### config.mk
export PLATFORM = sky130hd
export DESIGN_NAME = uart_tx_framer
export DESIGN_NICKNAME = d
export VERILOG_FILES = /design/src/rtl/uart_tx_framer.sv
export SDC_FILE = /design/constraint.sdc
export NUM_CORES = 1
export LEC_CHECK = 0
export CAP_MARGIN = 0
export CORE_MARGIN = 4
export CORE_UTILIZATION = 51
export DETAILED_ROUTE_END_ITERATION = 8
export GPL_ROUTABILITY_DRIVEN = 0
export GPL_TIMING_DRIVEN = 0
export HOLD_SLACK_MARGIN = 0.02
export PLACE_DENSITY = 0.73
export SLEW_MARGIN = 40
export SYNTH_ARGS = -nofsm -noshare
export SYNTH_HDL_FRONTEND = slang
export SYNTH_SLANG_ARGS = --single-unit
### constraint.sdc
create_clock -name clk -period 3.6 [get_ports clk]
set_clock_uncertainty 0.15 [all_clocks]
set_input_delay 0.36 -clock clk [delete_from_list [all_inputs] [get_ports clk]]
set_output_delay 0.36 -clock clk [all_outputs]
set_load 0.05 [all_outputs]
### src/rtl/uart_tx_framer.sv
// uart_tx_framer: drains an FWFT byte FIFO into 8-N-1 serial frames.
// Each packet is sent back-to-back, followed by an N-byte footer and then an idle gap.
// A packet can optionally be cut at a maximum payload length; the remaining bytes start the next packet.
//
// Ports:
//   clk, rst_n     clock and asynchronous active-low reset
//   tx_data_in     FIFO head byte (first-word fall-through)
//   tx_valid_in    FIFO not empty
//   tx_ready_out   combinational read-enable; the byte is consumed on this edge
//   fpga_uart_tx   serial line, idles high
//   busy           high from the first byte accepted until the end of the gap
//   pkt_done       one-cycle pulse once the gap completes
//   pkt_len        payload byte count of the last packet, valid with pkt_done
module uart_tx_framer #(
    parameter int unsigned CLKS_PER_BIT  = 1736,
    parameter int unsigned STOP_BITS     = 1,
    parameter int unsigned FOOTER_BYTES  = 4,
    parameter logic [63:0] FOOTER_WORD   = 64'h00000000FFFFFFFF,
    parameter int unsigned MAX_PKT_BYTES = 0,
    parameter int unsigned GAP_BITS      = 2
) (
    input  logic        clk,
    input  logic        rst_n,
    input  logic [7:0]  tx_data_in,
    input  logic        tx_valid_in,
    output logic        tx_ready_out,
    output logic        fpga_uart_tx,
    output logic        busy,
    output logic        pkt_done,
    output logic [15:0] pkt_len
);

    // Frame: 1 start + 8 data + STOP_BITS stop bits
    localparam int unsigned FRAME_BITS = 9 + STOP_BITS;
    localparam int unsigned BAUD_W     = (CLKS_PER_BIT > 1) ? $clog2(CLKS_PER_BIT) : 1;
    localparam int unsigned BIT_W      = $clog2(FRAME_BITS);
    localparam int unsigned GAP_CYCLES = GAP_BITS * CLKS_PER_BIT;
    localparam int unsigned GAP_W      = (GAP_CYCLES > 1) ? $clog2(GAP_CYCLES) : 1;
    localparam int unsigned GAP_LAST   = (GAP_CYCLES > 0) ? (GAP_CYCLES - 1) : 0;
    localparam int unsigned IDX_W      = 4;
    localparam int unsigned CNT_W      = 16;

    typedef enum logic [1:0] {
        IDLE   = 2'd0,
        DATA   = 2'd1,
        FOOTER = 2'd2,
        GAP    = 2'd3
    } state_t;

    state_t             state_q;
    state_t             state_d;

    // Serializer
    logic               ser_active;
    logic [BAUD_W-1:0]  baud_cnt;
    logic [BIT_W-1:0]   bit_cnt;
    logic [7:0]         shreg;
    logic               bit_end;
    logic               last_cycle;
    logic               slot_free;

    // Control from the next-state logic
    logic               ld;
    logic [7:0]         ld_byte;
    logic [CNT_W-1:0]   pay_cnt_q;
    logic [CNT_W-1:0]   pay_cnt_d;
    logic [IDX_W-1:0]   ftr_idx_q;
    logic [IDX_W-1:0]   ftr_idx_d;
    logic [GAP_W-1:0]   gap_cnt_q;
    logic [GAP_W-1:0]   gap_cnt_d;
    logic               busy_d;
    logic               done_d;
    logic [CNT_W-1:0]   len_d;
    logic               seg_hit;
    logic               end_pay;
    logic               to_gap;
    logic               finish;
    logic [7:0]         ftr_byte;

    // Slot is free when idle or on the very last cycle of the final stop bit
    assign bit_end    = (baud_cnt == BAUD_W'(CLKS_PER_BIT - 1));
    assign last_cycle = ser_active && bit_end && (bit_cnt == BIT_W'(FRAME_BITS - 1));
    assign slot_free  = !ser_active || last_cycle;

    // Footer byte i lives at FOOTER_WORD[8i+7:8i]
    assign ftr_byte = FOOTER_WORD[{ftr_idx_q[2:0], 3'b000} +: 8];

    // Forced segmentation only when a maximum length is configured
    assign seg_hit = (MAX_PKT_BYTES != 0) && (pay_cnt_q == CNT_W'(MAX_PKT_BYTES));

    // Serializer: start bit on the cycle after load, LSB first, stop bits shifted in as ones
    always_ff @(posedge clk or negedge rst_n) begin
        if (!rst_n) begin
            ser_active   <= 1'b0;
            baud_cnt     <= '0;
            bit_cnt      <= '0;
            shreg        <= 8'hFF;
            fpga_uart_tx <= 1'b1;
        end else if (ld) begin
            ser_active   <= 1'b1;
            baud_cnt     <= '0;
            bit_cnt      <= '0;
            shreg        <= ld_byte;
            fpga_uart_tx <= 1'b0;
        end else if (ser_active) begin
            if (bit_end) begin
                baud_cnt <= '0;
                if (bit_cnt == BIT_W'(FRAME_BITS - 1)) begin
                    ser_active   <= 1'b0;
                    fpga_uart_tx <= 1'b1;
                end else begin
                    bit_cnt      <= bit_cnt + BIT_W'(1);
                    fpga_uart_tx <= shreg[0];
                    shreg        <= {1'b1, shreg[7:1]};
                end
            end else begin
                baud_cnt <= baud_cnt + BAUD_W'(1);
            end
        end
    end

    // Packet state register and registered outputs
    always_ff @(posedge clk or negedge rst_n) begin
        if (!rst_n) begin
            state_q   <= IDLE;
            pay_cnt_q <= '0;
            ftr_idx_q <= '0;
            gap_cnt_q <= '0;
            busy      <= 1'b0;
            pkt_done  <= 1'b0;
            pkt_len   <= '0;
        end else begin
            state_q   <= state_d;
            pay_cnt_q <= pay_cnt_d;
            ftr_idx_q <= ftr_idx_d;
            gap_cnt_q <= gap_cnt_d;
            busy      <= busy_d;
            pkt_done  <= done_d;
            pkt_len   <= len_d;
        end
    end

    // Next-state, handshake and serializer load decisions
    always_comb begin
        state_d      = state_q;
        tx_ready_out = 1'b0;
        ld           = 1'b0;
        ld_byte      = 8'hFF;
        pay_cnt_d    = pay_cnt_q;
        ftr_idx_d    = ftr_idx_q;
        gap_cnt_d    = gap_cnt_q;
        busy_d       = busy;
        done_d       = 1'b0;
        len_d        = pkt_len;
        end_pay      = 1'b0;
        to_gap       = 1'b0;
        finish       = 1'b0;

        case (state_q)
            IDLE: begin
                if (tx_valid_in) begin
                    tx_ready_out = 1'b1;
                    ld           = 1'b1;
                    ld_byte      = tx_data_in;
                    pay_cnt_d    = CNT_W'(1);
                    busy_d       = 1'b1;
                    state_d      = DATA;
                end
            end
            DATA: begin
                if (slot_free) begin
                    if (seg_hit) begin
                        end_pay = 1'b1;
                    end else if (tx_valid_in) begin
                        tx_ready_out = 1'b1;
                        ld           = 1'b1;
                        ld_byte      = tx_data_in;
                        if (pay_cnt_q != {CNT_W{1'b1}}) begin
                            pay_cnt_d = pay_cnt_q + CNT_W'(1);
                        end
                    end else begin
                        end_pay = 1'b1;
                    end
                end
            end
            FOOTER: begin
                if (slot_free) begin
                    if (ftr_idx_q == IDX_W'(FOOTER_BYTES)) begin
                        to_gap = 1'b1;
                    end else begin
                        ld        = 1'b1;
                        ld_byte   = ftr_byte;
                        ftr_idx_d = ftr_idx_q + IDX_W'(1);
                    end
                end
            end
            GAP: begin
                if (gap_cnt_q == GAP_W'(GAP_LAST)) begin
                    finish = 1'b1;
                end else begin
                    gap_cnt_d = gap_cnt_q + GAP_W'(1);
                end
            end
            default: begin
                state_d = IDLE;
            end
        endcase

        // Footer byte 0 is loaded on the same slot-free cycle so it follows the payload without idle
        if (end_pay) begin
            if (FOOTER_BYTES != 0) begin
                ld        = 1'b1;
                ld_byte   = FOOTER_WORD[7:0];
                ftr_idx_d = IDX_W'(1);
                state_d   = FOOTER;
            end else begin
                to_gap = 1'b1;
            end
        end

        if (to_gap) begin
            if (GAP_CYCLES != 0) begin
                gap_cnt_d = '0;
                state_d   = GAP;
            end else begin
                finish = 1'b1;
            end
        end

        if (finish) begin
            done_d  = 1'b1;
            len_d   = pay_cnt_q;
            busy_d  = 1'b0;
            state_d = IDLE;
        end
    end

endmodule

==> results of run 1 <==
[registers in the layout (all words and copies together), names as in the netlist]
| register | flops |
|---|---|
| pay_cnt_q | 16 |
| baud_cnt | 11 |
| state_q | 2 |
| ser_active | 1 |
| bit_cnt | 4 |
| fpga_uart_tx | 1 |
| pkt_done | 1 |
| pkt_len | 16 |
| busy | 1 |
| ftr_idx_q | 4 |
| gap_cnt_q | 12 |
| shreg | 8 |
[worst paths after layout]
kind	end	slack, ns	cells past startpoint
setup / recovery	tx_ready_out	0.17	8
hold / removal	baud_cnt[10]$_DFFE_PN0P_	0.31	2
setup reg to reg	shreg[4]$_DFFE_PN1P_	1.16	7
hold reg to reg	pkt_len[14]$_DFFE_PN0P_	0.32	2
max in group asynchronous	pay_cnt_q[10]$_DFFE_PN0P_	2.46	3
min in group clk	pkt_len[14]$_DFFE_PN0P_	0.32	2
[final cells by class]
class / count / area [sq um]
Sequential cell: 77 / 1940
Clock inverter: 6 / 86.3
Inverter: 9 / 33.8
Multi-Input combinational cell: 334 / 2010
Buffer: 19 / 91.3
Timing Repair Buffer: 32 / 339
Clock buffer: 10 / 138
Tap cell: 102 / 128
Fill cell: 660 / 2960
[layout by cell type, fill, tap and decap left out, types with 10 or more instances in the layout]
cell type / synthesis / final
xor2_1: 11 / 11
nand2_1: 88 / 88
a21oi_1: 25 / 25
clkbuf_8: 0 / 10
nand4_1: 15 / 15
clkbuf_1: 10 / 10
and3_1: 10 / 10
nand3_1: 14 / 14
o21ai_0: 21 / 21
clkdlybuf4s50_1: 0 / 29
nor2_1: 37 / 37
dfrtp_1: 68 / 68
[routing by layer]
metal | vias to the layer above | part of all wire (%)
li1 | 1662 | -
met1 | 1650 | 49
met5 | - | 0
met4 | 0 | 1.6
met2 | 75 | 44
met3 | 11 | 5.1
[power groups by stage]
stage,clock network [mW],logic (mW),registers [mW]
after floorplan,0,0.0924,0.973
after global placement,0,0.134,0.981
final,0.729,0.142,0.968
after CTS,0.744,0.144,0.968
after global routing,0.787,0.164,0.975
after detailed placement,0,0.143,0.985
[worst max-delay path, stage by stage, from the launching register on]
cell	delay, ns
dfrtp_1	0.42
ha_1	0.26
and4_1	0.19
clkbuf_2	0.15
a41o_2	0.31
buf_4	0.18
o21ai_2	0.29
inv_1	0.07
clkdlybuf4s50_1	0.70
[repair_timing]
| action | CTS | global route |
|---|---|---|
| resized for setup | 0 | 1 |
| hold buffers | 1 | 0 |
| endpoints found under the hold margin | 26 | 0 |
| buffers inserted | 0 | 0 |
| setup endpoints to repair | 0 | 1 |
[cell families (layout without fill, tap and decap cells)]
| kind of cell | after synthesis | after routing | synth area share (%) |
|---|---|---|---|
| adder cells (fa/ha/maj) | 7 | 7 | 2.16 |
| AND/OR/NAND/NOR | 216 | 216 | 26.8 |
| XOR/XNOR | 20 | 20 | 4.31 |
| buffers and inverters | 28 | 76 | 3.08 |
| multiplexers | 4 | 4 | 1.02 |
| flip-flops | 77 | 77 | 47.7 |
| AO/OA/AOI/OAI | 87 | 87 | 14.9 |
==> results.toml, run 1 <==
[placed_design]
dp.cells = 572
portBuffers = 30
dpl_cell_area_sq_um = 4520
post-place-ws_ns = 0.405
place_hpwl_um = 6370

[cts]
cts_tree = "done"
root_buffer = "clkbuf_8"
clk_latency_ns = 0.35
numCtsBuffers = 9
clkTransAtPathRegs_ns = 0.08
cts_buffer_depth = 2
htreeDepth = 3
cts_num_sinks = 77

[detailed_routing]
avgViaCountPerCell = 5.77
ant_nets = 0
drc = 0
wl_per_cell_um = 15.2
first_iter_violations = 194
firstDrtPassIters = 4
routed_wl_um = 8940
dr_total_vias = 3398

[synthesis]
synth_warnings = 0
synth_seq_cells = 77
synth_area_leaders = "dfrtp_1 42%, nand2_1 8.1%, dfstp_2 5.8%"
synth_top_area_share_pct = 41.9
synth_edf_count = 0
yosysTopAreaCell = "dfrtp_1"
avgSynthCellArea_sq_um = 9.25
ys.flop_type = "dfrtp_1"
ys_seq_area_share_pct = 47.7
syn_inst = 439
syn_nets = 457
synth_commonest_cells = "88 x nand2_1, 68 x dfrtp_1, 37 x nor2_1, 25 x a21oi_1, 21 x o21ai_0"
async_flop_share_pct = 100
synthMostInstantiatedCell = "nand2_1"
syn_area_sq_um = 4060
synth_cell_types = 67

[grt]
grt.busiest_layer = "met2"
grt_overflow = 0
met2_usage_pct = 29.8
grt_start_max_net_pins = 52
met1_usage_pct = 28.1
use_met3_pct = 5.10
grt_pass1_vias = 3161
antenna_found_initial = 0
grtUsageTotal_pct = 19.6
grt_pass1_wl_um = 15300

[worst_setup_path]
end_kind = "output pin"
worst-setup-path-type = "flop to output pin"
crit_path_start_kind = "flop"
crit-reg2reg-launch = "state_q[1]$_DFFE_PN0P_"
crit_fanout = 10
cp.arrival_ns = 2.92
critPathLaunch = "baud_cnt[0]$_DFFE_PN0P_"
worstPathRequired_ns = 3.09

[finish]
drive_gt1_share_pct = 10.5
area_growth_pct = 17.3
final_util_pct = 61.6
postLayoutCellArea_sq_um = 4760
layout.cells.non_filler = 589
nets = 500
diodes = 0

[timing]
fin_setup_tns_ns = 0
min_period_ns = 3.43
setup_ws_ns = 0.173
slew-limit-headroom_pct = 45.7
holdWs_ns = 0.308
max_freq_ghz = 0.292
worst_slew_pin_slew_ns = 0.810
finalSetupViolations = 0
maxSlewViolCount = 0
rsz0062_at_grt = "false"
hold_violations = 0
fin_crit_sh_pct = 95.2

[floorplanning]
io_pins = 31
core_area_sq_um = 7730
start_util_pct = 52.5
die_w_um = 97.2
die_area_sq_um = 9450
die_h_um = 97.2
core.rowCount = 32

[status]
status = "complete, no violations"

[pwr]
power_frac_seq_pct = 52.6
finalPower_mw = 1.84
power_density_nw_per_um2 = 386
ir_drop_mv = 0.226
p_leak_nw = 2.07
p_sw_share_pct = 24.6
p_comb_share_pct = 7.7
p_int_mw = 1.39
p_sw_mw = 0.453
power_frac_clock_pct = 39.6

[min_path]
worstHoldPathType = "input port to asynchronous set/reset pin"

[run]
drv_cap = 0
No activity file was read; power rests on OpenSTA's default activity.
==> run 2: changes to the inputs <==
CORE_UTILIZATION = 40   (was 51)
PLACE_DENSITY = 0.62   (was 0.73)
SKIP_LAST_GASP = 1   (was not set)
clock period = 3.05 ns   (was 3.6 ns; I/O delays follow)
==> run 2 against run 1 <==
Against the previous run: final area is 0.24% lower; critical path depth is the same; die area up 25%; sequential cell count stayed put; hold slack got worse by 0.059 ns; cell count rose by 5.3%; global-route usage down 2.7 points; combinational power increased by 19%; non-clock buffer count unchanged; critical path type unchanged; critical endpoint unchanged.
==> results.toml, run 2 (synthesized netlist as in run 1, its figures left out) <==
[finish]
nFillCells = 980
final_common_cell = "nand2_1"
drive_gt1_share_pct = 10.7
diodes = 0
postLayoutCellArea_sq_um = 4750
final_util_pct = 48.4
nets = 500
layout.cells.non_filler = 620
reg_top3 = "pay_cnt_q: 16 flops, pkt_len: 16 flops, gap_cnt_q: 12 flops"
final_cell_mix = "88 x nand2_1, 68 x dfrtp_1, 37 x nor2_1"
area_growth_pct = 17.0
multiInputGateArea_sq_um = 2010
area.sequential_sq_um = 1940

[timing]
finalSetupViolations = 0
setup_ws_ns = 0.214
fin_setup_tns_ns = 0
min_period_ns = 2.84
holdWs_ns = 0.248
worst_slew_pin_slew_ns = 0.838
hold_violations = 0
fin_crit_sh_pct = 93.0
rsz0062_at_grt = "false"
slew-limit-headroom_pct = 43.9
max_freq_ghz = 0.353
maxSlewViolCount = 0

[min_path]
worstHoldPathType = "input port to asynchronous set/reset pin"

[floorplanning]
die_area_sq_um = 11800
core_area_sq_um = 9820
start_util_pct = 41.3
core.rowCount = 36
die_h_um = 109
io_pins = 31
die_w_um = 109

[cts]
clk_latency_ns = 0.36
postCtsSetupRepairBufs = 0
htreeDepth = 3
numCtsBuffers = 9
cts_num_sinks = 77
clkTransAtPathRegs_ns = 0.09
cts_buffer_depth = 2
root_buffer = "clkbuf_8"
cts_tree = "done"

[detailed_routing]
dr_total_vias = 3361
routed_wl_um = 9180
firstDrtPassIters = 4
first_iter_violations = 166
avgViaCountPerCell = 5.42
ant_nets = 0
drc = 0
wl_per_cell_um = 14.8

[worst_setup_path]
end_kind = "output pin"
rrSetupSlack_ns = 0.54
crit_fanout = 10
rr_endpoint = "gap_cnt_q[2]$_DFFE_PN0P_"
crit-reg2reg-launch = "bit_cnt[1]$_DFFE_PN0P_"
cp.arrival_ns = 2.38
endpoint = "tx_ready_out"
worst-setup-path-type = "flop to output pin"
critPathLaunch = "baud_cnt[0]$_DFFE_PN0P_"
slowest_stage = "dfrtp_1"
worstPathRequired_ns = 2.59
crit_path_start_kind = "flop"
path_cells = "ha_1, and4_1, clkbuf_2, a41o_2, buf_4, o21ai_4, inv_1, buf_2"
slowest_delay_ns = 0.41
reg2reg_depth = 9

[grt]
antenna_found_initial = 0
grtUsageTotal_pct = 16.9
grt_pass1_vias = 3249
grt_start_max_net_pins = 45
grt_overflow = 0
grt_pass1_wl_um = 15900

[placed_design]
dp.cells = 603
dpl_cell_area_sq_um = 4560
place_hpwl_um = 6570
post-place-ws_ns = -0.125
portBuffers = 30

[run]
drv_cap = 0

[pwr]
finalPower_mw = 2.05
ir_drop_mv = 0.203
p_leak_nw = 2.05
power_density_nw_per_um2 = 431

[status]
status = "complete, no violations"
-- run 2: layer usage --
metal	GRT usage (%)	part of all wire (%)	up-vias
li1	-	-	1669
met3	4.14	5.0	11
met1	24.2	50	1599
met5	0	0	-
met2	25.6	44	82
met4	4.60	1.2	0
-- run 2: how the worst min path moves through the flow --
stage                               endpoint                     from  cells after the start  slack (ns)
CTS                  pkt_len[15]$_DFFE_PN0P_                    rst_n                      2        0.25
floorplan            baud_cnt[0]$_DFFE_PN0P_                    rst_n                      0       -0.14
global placement     pkt_len[10]$_DFFE_PN0P_  pkt_len[10]$_DFFE_PN0P_                      2        0.30
finish               pkt_len[15]$_DFFE_PN0P_                    rst_n                      2        0.25
global route         pkt_len[15]$_DFFE_PN0P_                    rst_n                      2        0.27
detailed placement  gap_cnt_q[6]$_DFFE_PN0P_                    rst_n                      1        0.07
-- run 2: repair_timing --
action,CTS,global route
setup endpoints to repair,1,1
resized for setup,5,2
endpoints found under the hold margin,36,0
hold buffers,1,0
-- run 2: layout make-up --
| cell class | instances | share of cell area (%) |
|---|---|---|
| clock inverters | 7 | 1.18 |
| clock buffers | 9 | 2.61 |
| plain buffers | 19 | 1.92 |
| repair buffers | 32 | 7.03 |
| well taps | 133 | 3.50 |
| flip-flops and latches | 77 | 40.8 |
| inverters | 9 | 0.711 |
| multi-input cells | 334 | 42.3 |
-- run 2: worst max-delay path: cells and delay by family (launching register included) --
family | cells | cell delay, ns
AOI/OAI and AO/OA | 2 | 0.54
adders and majority gates | 1 | 0.27
DFF | 1 | 0.41
buffers and inverters | 4 | 0.60
and+or+nand+nor | 1 | 0.20
-- run 2: where the power goes --
part / switching [mW] / internal, mW / total (mW)
registers: 0.0705 / 1.07 / 1.14
logic: 0.0887 / 0.0803 / 0.169
clock network: 0.426 / 0.307 / 0.733
total: 0.585 / 1.46 / 2.05
